[config.mk]
export PLATFORM = sky130hd
export DESIGN_NAME = krnl_vadd_rtl_control_s_axi_flat
export DESIGN_NICKNAME = d
export VERILOG_FILES = /design/src/rtl/krnl_vadd_rtl_control_s_axi_if.sv /design/src/rtl/krnl_vadd_rtl_control_s_axi.sv /design/src/flat_wrapper.sv
export SDC_FILE = /design/constraint.sdc
export NUM_CORES = 1
export LEC_CHECK = 0
export BUFFER_PORTS_ARGS = -buffer_cell sky130_fd_sc_hd__buf_4
export CAP_MARGIN = 10
export CORE_AREA = 2 2 128 180
export CTS_BUF_LIST = sky130_fd_sc_hd__clkbuf_2 sky130_fd_sc_hd__clkbuf_4 sky130_fd_sc_hd__clkbuf_8
export DETAILED_ROUTE_END_ITERATION = 8
export DIE_AREA = 0 0 130 182
export PLACE_DENSITY = 0.63
export SKIP_LAST_GASP = 1
export SLEW_MARGIN = 20
export SYNTH_ARGS = -nofsm -noshare
export SYNTH_HDL_FRONTEND = slang
export SYNTH_SLANG_ARGS = --single-unit
[constraint.sdc]
create_clock -name aclk -period 2.4 [get_ports aclk]
set_input_delay 0.36 -clock aclk [delete_from_list [all_inputs] [get_ports aclk]]
set_output_delay 0.36 -clock aclk [all_outputs]
set_load 0.05 [all_outputs]
[src/rtl/krnl_vadd_rtl_control_s_axi_if.sv]
// AXI4-Lite control bus bundle (32-bit data) between host-side master and the vadd control slave.
interface krnl_vadd_rtl_control_s_axi_if #(
    parameter int ADDR_W = 6
);
    logic              awvalid;
    logic              awready;
    logic [ADDR_W-1:0] awaddr;
    logic              wvalid;
    logic              wready;
    logic [31:0]       wdata;
    logic [3:0]        wstrb;
    logic              bvalid;
    logic              bready;
    logic [1:0]        bresp;
    logic              arvalid;
    logic              arready;
    logic [ADDR_W-1:0] araddr;
    logic              rvalid;
    logic              rready;
    logic [31:0]       rdata;
    logic [1:0]        rresp;

    modport slave (
        input  awvalid, awaddr, wvalid, wdata, wstrb, bready, arvalid, araddr, rready,
        output awready, wready, bvalid, bresp, arready, rvalid, rdata, rresp
    );

    modport master (
        output awvalid, awaddr, wvalid, wdata, wstrb, bready, arvalid, araddr, rready,
        input  awready, wready, bvalid, bresp, arready, rvalid, rdata, rresp
    );
endinterface

[src/rtl/krnl_vadd_rtl_control_s_axi.sv]
// AXI4-Lite control/status slave for the vadd kernel: AP_CTRL handshake plus argument registers.
// Optional GIE/IER/ISR interrupt logic is built only when CTRL_INTERRUPT_EN is defined.
module krnl_vadd_rtl_control_s_axi #(
    parameter int C_S_AXI_ADDR_WIDTH = 6,
    parameter int C_S_AXI_DATA_WIDTH = 32,
    parameter int C_M_AXI_ADDR_WIDTH = 64,
    parameter int C_XFER_SIZE_WIDTH  = 32,
    parameter int C_ADDER_BIT_WIDTH  = 32
) (
    input  logic                          aclk,
    input  logic                          aresetn,
    krnl_vadd_rtl_control_s_axi_if.slave  s_axi,
    output logic                          ap_start,
    input  logic                          ap_done,
    output logic                          interrupt,
    output logic [C_M_AXI_ADDR_WIDTH-1:0] ctrl_addr_offset,
    output logic [C_XFER_SIZE_WIDTH-1:0]  ctrl_xfer_size_in_bytes,
    output logic [C_ADDER_BIT_WIDTH-1:0]  ctrl_constant
);

    localparam int AW = C_S_AXI_ADDR_WIDTH;
    localparam int DW = C_S_AXI_DATA_WIDTH;

    localparam logic [AW-1:0] ADDR_AP_CTRL = AW'(8'h00);
    localparam logic [AW-1:0] ADDR_GIE     = AW'(8'h04);
    localparam logic [AW-1:0] ADDR_IER     = AW'(8'h08);
    localparam logic [AW-1:0] ADDR_ISR     = AW'(8'h0C);
    localparam logic [AW-1:0] ADDR_CONST   = AW'(8'h10);
    localparam logic [AW-1:0] ADDR_ADDR_LO = AW'(8'h18);
    localparam logic [AW-1:0] ADDR_ADDR_HI = AW'(8'h1C);
    localparam logic [AW-1:0] ADDR_XFER    = AW'(8'h20);

    typedef enum logic [1:0] {
        WRIDLE = 2'd0,
        WRDATA = 2'd1,
        WRRESP = 2'd2
    } wr_state_t;

    typedef enum logic {
        RDIDLE = 1'b0,
        RDDATA = 1'b1
    } rd_state_t;

    wr_state_t       r_wstate;
    wr_state_t       w_wstate_next;
    rd_state_t       r_rstate;
    rd_state_t       w_rstate_next;
    logic            r_rst_done;
    logic [AW-1:0]   r_waddr;
    logic [DW-1:0]   r_rdata;
    logic [DW-1:0]   w_rdata_next;

    logic            w_awready;
    logic            w_arready;
    logic            w_aw_hs;
    logic            w_w_hs;
    logic            w_ar_hs;
    logic            w_wr_ctrl;
    logic            w_start_req;

    logic            r_busy;
    logic            r_done;
    logic            r_auto_restart;
    logic            r_ap_start;
    logic [31:0]     r_constant;
    logic [31:0]     r_addr_lo;
    logic [31:0]     r_addr_hi;
    logic [31:0]     r_xfer;
    logic [63:0]     w_addr_full;

    logic            w_gie;
    logic            w_ier;
    logic            w_isr;
    logic            w_irq;

    function automatic logic [31:0] wstrb_merge(input logic [31:0] old_val,
                                                input logic [31:0] new_val,
                                                input logic [3:0]  strb);
        logic [31:0] res;
        res = old_val;
        for (int b = 0; b < 4; b++) begin
            if (strb[b]) res[8*b +: 8] = new_val[8*b +: 8];
        end
        return res;
    endfunction

    // Handshakes stay blocked until the first clock edge after reset release.
    always_ff @(posedge aclk or negedge aresetn) begin
        if (!aresetn) r_rst_done <= 1'b0;
        else          r_rst_done <= 1'b1;
    end

    assign w_awready = r_rst_done && (r_wstate == WRIDLE);
    assign w_arready = r_rst_done && (r_rstate == RDIDLE);
    assign w_aw_hs   = s_axi.awvalid && w_awready;
    assign w_w_hs    = s_axi.wvalid && (r_wstate == WRDATA);
    assign w_ar_hs   = s_axi.arvalid && w_arready;

    assign s_axi.awready = w_awready;
    assign s_axi.wready  = (r_wstate == WRDATA);
    assign s_axi.bvalid  = (r_wstate == WRRESP);
    assign s_axi.bresp   = 2'b00;
    assign s_axi.arready = w_arready;
    assign s_axi.rvalid  = (r_rstate == RDDATA);
    assign s_axi.rdata   = r_rdata[31:0];
    assign s_axi.rresp   = 2'b00;

    always_ff @(posedge aclk or negedge aresetn) begin
        if (!aresetn) r_wstate <= WRIDLE;
        else          r_wstate <= w_wstate_next;
    end

    always_comb begin
        w_wstate_next = r_wstate;
        unique case (r_wstate)
            WRIDLE:  if (w_aw_hs)      w_wstate_next = WRDATA;
            WRDATA:  if (w_w_hs)       w_wstate_next = WRRESP;
            WRRESP:  if (s_axi.bready) w_wstate_next = WRIDLE;
            default:                   w_wstate_next = WRIDLE;
        endcase
    end

    always_ff @(posedge aclk or negedge aresetn) begin
        if (!aresetn)     r_waddr <= '0;
        else if (w_aw_hs) r_waddr <= s_axi.awaddr;
    end

    always_ff @(posedge aclk or negedge aresetn) begin
        if (!aresetn) r_rstate <= RDIDLE;
        else          r_rstate <= w_rstate_next;
    end

    always_comb begin
        w_rstate_next = r_rstate;
        unique case (r_rstate)
            RDIDLE:  if (w_ar_hs)      w_rstate_next = RDDATA;
            RDDATA:  if (s_axi.rready) w_rstate_next = RDIDLE;
            default:                   w_rstate_next = RDIDLE;
        endcase
    end

    // Read data is sampled once at the AR handshake and held until rready.
    always_comb begin
        w_rdata_next = '0;
        case (s_axi.araddr)
            ADDR_AP_CTRL: w_rdata_next[7:0]  = {r_auto_restart, 3'b000, ap_done, ~r_busy, r_done, r_busy};
            ADDR_GIE:     w_rdata_next[0]    = w_gie;
            ADDR_IER:     w_rdata_next[0]    = w_ier;
            ADDR_ISR:     w_rdata_next[0]    = w_isr;
            ADDR_CONST:   w_rdata_next[31:0] = r_constant;
            ADDR_ADDR_LO: w_rdata_next[31:0] = r_addr_lo;
            ADDR_ADDR_HI: w_rdata_next[31:0] = r_addr_hi;
            ADDR_XFER:    w_rdata_next[31:0] = r_xfer;
            default:      ;
        endcase
    end

    always_ff @(posedge aclk or negedge aresetn) begin
        if (!aresetn)     r_rdata <= '0;
        else if (w_ar_hs) r_rdata <= w_rdata_next;
    end

    assign w_wr_ctrl   = w_w_hs && (r_waddr == ADDR_AP_CTRL) && s_axi.wstrb[0];
    assign w_start_req = w_wr_ctrl && s_axi.wdata[0] && !r_busy;

    always_ff @(posedge aclk or negedge aresetn) begin
        if (!aresetn) begin
            r_busy         <= 1'b0;
            r_ap_start     <= 1'b0;
            r_auto_restart <= 1'b0;
        end else begin
            r_ap_start <= 1'b0;
            if (w_start_req) begin
                r_busy     <= 1'b1;
                r_ap_start <= 1'b1;
            end else if (ap_done) begin
                r_busy     <= r_auto_restart;
                r_ap_start <= r_auto_restart;
            end
            if (w_wr_ctrl) r_auto_restart <= s_axi.wdata[7];
        end
    end

    // A completion arriving with the clearing read wins, so it is never lost.
    always_ff @(posedge aclk or negedge aresetn) begin
        if (!aresetn)                                      r_done <= 1'b0;
        else if (ap_done)                                  r_done <= 1'b1;
        else if (w_ar_hs && (s_axi.araddr == ADDR_AP_CTRL)) r_done <= 1'b0;
    end

    always_ff @(posedge aclk or negedge aresetn) begin
        if (!aresetn) begin
            r_constant <= '0;
            r_addr_lo  <= '0;
            r_addr_hi  <= '0;
            r_xfer     <= '0;
        end else if (w_w_hs && !r_busy) begin
            case (r_waddr)
                ADDR_CONST:   r_constant <= wstrb_merge(r_constant, s_axi.wdata, s_axi.wstrb);
                ADDR_ADDR_LO: r_addr_lo  <= wstrb_merge(r_addr_lo,  s_axi.wdata, s_axi.wstrb);
                ADDR_ADDR_HI: r_addr_hi  <= wstrb_merge(r_addr_hi,  s_axi.wdata, s_axi.wstrb);
                ADDR_XFER:    r_xfer     <= wstrb_merge(r_xfer,     s_axi.wdata, s_axi.wstrb);
                default:      ;
            endcase
        end
    end

`ifdef CTRL_INTERRUPT_EN
    logic r_gie;
    logic r_ier;
    logic r_isr;
    logic r_irq;

    always_ff @(posedge aclk or negedge aresetn) begin
        if (!aresetn) begin
            r_gie <= 1'b0;
            r_ier <= 1'b0;
            r_isr <= 1'b0;
            r_irq <= 1'b0;
        end else begin
            if (w_w_hs && (r_waddr == ADDR_GIE) && s_axi.wstrb[0]) r_gie <= s_axi.wdata[0];
            if (w_w_hs && (r_waddr == ADDR_IER) && s_axi.wstrb[0]) r_ier <= s_axi.wdata[0];
            if (r_ier && ap_done)
                r_isr <= 1'b1;
            else if (w_w_hs && (r_waddr == ADDR_ISR) && s_axi.wstrb[0] && s_axi.wdata[0])
                r_isr <= ~r_isr;
            r_irq <= r_gie && r_isr;
        end
    end

    assign w_gie = r_gie;
    assign w_ier = r_ier;
    assign w_isr = r_isr;
    assign w_irq = r_irq;
`else
    assign w_gie = 1'b0;
    assign w_ier = 1'b0;
    assign w_isr = 1'b0;
    assign w_irq = 1'b0;
`endif

    assign w_addr_full             = {r_addr_hi, r_addr_lo};
    assign ap_start                = r_ap_start;
    assign interrupt               = w_irq;
    assign ctrl_addr_offset        = w_addr_full[C_M_AXI_ADDR_WIDTH-1:0];
    assign ctrl_xfer_size_in_bytes = r_xfer[C_XFER_SIZE_WIDTH-1:0];
    assign ctrl_constant           = r_constant[C_ADDER_BIT_WIDTH-1:0];

endmodule

[src/flat_wrapper.sv]
// flat-port wrapper written by rule: the top's interface ports become plain ports
module krnl_vadd_rtl_control_s_axi_flat 
#(
    parameter int C_S_AXI_ADDR_WIDTH = 6,
    parameter int C_S_AXI_DATA_WIDTH = 32,
    parameter int C_M_AXI_ADDR_WIDTH = 64,
    parameter int C_XFER_SIZE_WIDTH  = 32,
    parameter int C_ADDER_BIT_WIDTH  = 32
)
  (aclk, aresetn, ap_start, ap_done, interrupt, ctrl_addr_offset, ctrl_xfer_size_in_bytes, ctrl_constant, s_axi_awvalid, s_axi_awaddr, s_axi_wvalid, s_axi_wdata, s_axi_wstrb, s_axi_bready, s_axi_arvalid, s_axi_araddr, s_axi_rready, s_axi_awready, s_axi_wready, s_axi_bvalid, s_axi_bresp, s_axi_arready, s_axi_rvalid, s_axi_rdata, s_axi_rresp);
  krnl_vadd_rtl_control_s_axi_if #(.ADDR_W(6)) s_axi_i ();
  input  logic aclk;
  input  logic aresetn;
  output logic ap_start;
  input  logic ap_done;
  output logic interrupt;
  output logic [C_M_AXI_ADDR_WIDTH-1:0] ctrl_addr_offset;
  output logic [C_XFER_SIZE_WIDTH-1:0] ctrl_xfer_size_in_bytes;
  output logic [C_ADDER_BIT_WIDTH-1:0] ctrl_constant;
  input wire logic [$bits(s_axi_i.awvalid)-1:0] s_axi_awvalid;
  input wire logic [$bits(s_axi_i.awaddr)-1:0] s_axi_awaddr;
  input wire logic [$bits(s_axi_i.wvalid)-1:0] s_axi_wvalid;
  input wire logic [$bits(s_axi_i.wdata)-1:0] s_axi_wdata;
  input wire logic [$bits(s_axi_i.wstrb)-1:0] s_axi_wstrb;
  input wire logic [$bits(s_axi_i.bready)-1:0] s_axi_bready;
  input wire logic [$bits(s_axi_i.arvalid)-1:0] s_axi_arvalid;
  input wire logic [$bits(s_axi_i.araddr)-1:0] s_axi_araddr;
  input wire logic [$bits(s_axi_i.rready)-1:0] s_axi_rready;
  output wire logic [$bits(s_axi_i.awready)-1:0] s_axi_awready;
  output wire logic [$bits(s_axi_i.wready)-1:0] s_axi_wready;
  output wire logic [$bits(s_axi_i.bvalid)-1:0] s_axi_bvalid;
  output wire logic [$bits(s_axi_i.bresp)-1:0] s_axi_bresp;
  output wire logic [$bits(s_axi_i.arready)-1:0] s_axi_arready;
  output wire logic [$bits(s_axi_i.rvalid)-1:0] s_axi_rvalid;
  output wire logic [$bits(s_axi_i.rdata)-1:0] s_axi_rdata;
  output wire logic [$bits(s_axi_i.rresp)-1:0] s_axi_rresp;
  assign s_axi_i.awvalid = s_axi_awvalid;
  assign s_axi_i.awaddr = s_axi_awaddr;
  assign s_axi_i.wvalid = s_axi_wvalid;
  assign s_axi_i.wdata = s_axi_wdata;
  assign s_axi_i.wstrb = s_axi_wstrb;
  assign s_axi_i.bready = s_axi_bready;
  assign s_axi_i.arvalid = s_axi_arvalid;
  assign s_axi_i.araddr = s_axi_araddr;
  assign s_axi_i.rready = s_axi_rready;
  assign s_axi_awready = s_axi_i.awready;
  assign s_axi_wready = s_axi_i.wready;
  assign s_axi_bvalid = s_axi_i.bvalid;
  assign s_axi_bresp = s_axi_i.bresp;
  assign s_axi_arready = s_axi_i.arready;
  assign s_axi_rvalid = s_axi_i.rvalid;
  assign s_axi_rdata = s_axi_i.rdata;
  assign s_axi_rresp = s_axi_i.rresp;
  krnl_vadd_rtl_control_s_axi #(.C_S_AXI_ADDR_WIDTH(C_S_AXI_ADDR_WIDTH), .C_S_AXI_DATA_WIDTH(C_S_AXI_DATA_WIDTH), .C_M_AXI_ADDR_WIDTH(C_M_AXI_ADDR_WIDTH), .C_XFER_SIZE_WIDTH(C_XFER_SIZE_WIDTH), .C_ADDER_BIT_WIDTH(C_ADDER_BIT_WIDTH)) u_core (.aclk(aclk), .aresetn(aresetn), .s_axi(s_axi_i), .ap_start(ap_start), .ap_done(ap_done), .interrupt(interrupt), .ctrl_addr_offset(ctrl_addr_offset), .ctrl_xfer_size_in_bytes(ctrl_xfer_size_in_bytes), .ctrl_constant(ctrl_constant));
endmodule
==> results.toml <==
[status]
status = "finished clean"

[timing]
worst_pin_slew_ps = 511
timing.final.crit_share_pct = 91.3
grt_setup_unrepaired = "no"
period_needed_ps = 2190
setup_ws_ps = 208
final_total_negative_setup_slack_ps = 0
timing.max_slew.rel_slack_pct = 65.6
maxSlewViolCount = 0
final_hold_violation_count = 0
setup_violations = 0
fin_worst_skew_ps = 14.7
fmax_mhz = 456

[floorplanning]
die_height_um = 182
die_area_mm2 = 0.0237
start_util_pct = 34.4
std_cell_core_area_mm2 = 0.0222
dieWidth_um = 130
std_cell_rows = 65
top_level_ports = 227

[placed_design]
dp_hpwl_um = 16300
place.port_buffers = 221
pre_cts_ws_ps = 219
gpl.final_weighted_congestion = 0.774

[global_routing]
grt_antenna_before_repair = 0
grt_usage_pct = 19.8
grt_max_degree = 64
global_route_wire_length_before_repair_um = 35300
global_route.overflow_total = 0
vias_in_the_first_global_route = 5890

[detailed_routing]
drt-pass1-iter-count = 4
routed-via-count = 5577
number_of_routed_nets_with_antenna_violations = 0
drc_errors = 0
vias_per_cell = 5.07
drt-wirelength-per-cell_um = 20.8
finalWirelength_um = 22800
drt-initial-drc-count = 212

[critical_path]
cp_slowest_stage_delay_ps = 540
critical-path-slowest-cell = "or4_4"
crit_path_start_kind = "flop"
critical_path_class = "flop to flop"
crit_path_start = "u_core.r_waddr[1]$_DFFE_PN0P_"
reg2reg_from = "u_core.r_waddr[1]$_DFFE_PN0P_"
path_max_fanout = 8
crit_path_end_kind = "flop"
critPathRequiredTime_ps = 2730
arrival_ps = 2530
critical_path.cell_chain = "or4_4 > or3b_1 > buf_4 > nor2_8 > mux2_2"

[clock_network]
cts_setup_buffers = 0
ctsResizeCount = 0
worstSkewPairLatency_ps = 450
clk_root_buffer_cell = "clkbuf_8"
cts-buffers-inserted = 17
cts_sinks = 174
cts_max_level = 4
cts-root-to-sink-buffers = 2
clk_pin_slew_ps = 90
cts_tree = "built"

[yosys]
ys_dominant_reg_cell = "dfrtp_1"
synth_edf_count = 0
syn-mean-instance-area_um2 = 13.9
synthesis.yosys.warnings = 0
synth_seq_cells = 174
asyncSetResetFlopFracSynth_pct = 100
synth_sequential_area_ratio_pct = 56.9
synth.lib_cells_used.distinct = 42
syn-cell-area_mm2 = 0.00765
post_synth_inst_count = 552

[cells_and_area]
num-fill-cells = 2082
nNetsFinal = 842
n_antenna_cell = 0
post-route-util_pct = 46.2
mostFrequentLayoutCell = "buf_4"
area_growth_pct = 34.2
final_layout_size_suffix_gt1_share_pct = 54.2
most-common-layout-cells = "238 x buf_4, 174 x dfrtp_1, 121 x mux2_2, 35 x mux2i_1, 28 x a22oi_1"

[power_and_ir_drop]
power_density_over_the_cells_mw_per_mm2 = 766
vdd_drop_max_uv = 379
p_leak_uw = 0.00523

[worst_hold_path]
hold_path.class = "input port to flop"
hold_start = "s_axi_rready"

[job]
maxCapViolCount = 0
==> registers in the layout (all words and copies together) (netlist names) <==
name and flops:
u_core.ap_start 1, u_core.r_done 1, u_core.ctrl_constant 32, u_core.r_addr_hi 32, u_core.r_waddr 6, u_core.s_axi.rvalid 1
u_core.s_axi.rdata 32, u_core.ctrl_xfer_size_in_bytes 32, u_core.r_rst_done 1, u_core.r_busy 1, u_core.r_addr_lo 32, u_core.r_wstate 2
u_core.r_auto_restart 1
==> synth_stat cells, drive strengths merged, types with 2 or more instances <==
cell type / instances / area (µm²)
mux2: 135 / 1550
nand2b: 4 / 25.0
o22a: 8 / 70.1
clkbuf: 19 / 71.3
buf: 14 / 86.3
o22ai: 24 / 150
nand3: 6 / 50.1
o21bai: 2 / 15.0
and2: 3 / 18.8
dfrtp: 174 / 4350
nand2: 16 / 60.1
a22o: 25 / 219
nor4: 2 / 18.8
inv: 4 / 15.0
mux2i: 35 / 350
a22oi: 28 / 210
nor2b: 6 / 37.5
conb: 2 / 7.51
a21oi: 5 / 25.0
nor2: 16 / 145
or2: 3 / 18.8
o21ai: 9 / 45.0
nand3b: 2 / 15.0
==> layout make-up <==
class / count / area [µm²] / share of cell area (%)
flip-flops and latches: 174 / 4350 / 42.4
multi-input cells: 345 / 3180 / 31.0
repair buffers: 244 / 1890 / 18.4
well taps: 301 / 377 / 3.67
clock buffers: 20 / 275 / 2.68
clock inverters: 12 / 170 / 1.66
inverters: 4 / 15.0 / 0.146
==> cells by family after synthesis <==
family,share of synthesized area [%]
multiplexers,24.9
AND/OR/NAND/NOR,5.89
AO/OA/AOI/OAI,9.95
other,0.0982
buffers and inverters,2.26
flip-flops,56.9
==> final timing paths <==
path / to / slack, ps / depth (start not counted)
setup / recovery: u_core.ctrl_xfer_size_in_bytes[13]$_DFFE_PN0P_ / 210 / 5
hold / removal: u_core.s_axi.rvalid$_DFF_PN0_ / 90 / 2
setup reg to reg: u_core.ctrl_xfer_size_in_bytes[13]$_DFFE_PN0P_ / 210 / 5
hold reg to reg: u_core.s_axi.rdata[6]$_DFFE_PN0P_ / 510 / 2
max in group asynchronous: u_core.r_addr_hi[28]$_DFFE_PN0P_ / 1280 / 3
min in group asynchronous: u_core.r_addr_lo[17]$_DFFE_PN0P_ / 390 / 2
==> worst max-delay path, delay by kind of cell (launching register included) <==
family                 cells  cell delay, ps
muxes                      1             360
and+or+nand+nor            3            1080
buffers and inverters      1             210
DFF                        1             410
==> per-stage QoR <==
step           hold slack (ps)  power, µW  instances  cell area (µm²)
4_1_cts                   53.1       7950       1100            10300
3_3_place_gp               324       5620       1067             9800
6_report                  87.3       7860       1100            10300
2_1_floorplan             64.4       4850        556             7670
3_5_place_dp               326       5640       1067             9800
5_1_grt                   39.7       8200       1100            10300
==> routing by layer <==
metal	global-route usage, %	share of wire [%]	vias up
met4	5.76	1.6	0
met1	23.9	41	2853
met2	35.0	53	182
met3	4.60	5.2	24
li1	-	-	2518
met5	0	0	-
==> repair_timing <==
item / in CTS / in global routing
endpoints found under the hold margin: 42 / 0
setup endpoints to repair: 0 / 0
hold buffers: 1 / 0
==> power by group <==
part           switching, µW  total, µW  internal (µW)
Sequential               264       3480           3220
Clock                   1140       2290           1150
Combinational           1380       2090            708
No activity file was read; power rests on OpenSTA's default activity.
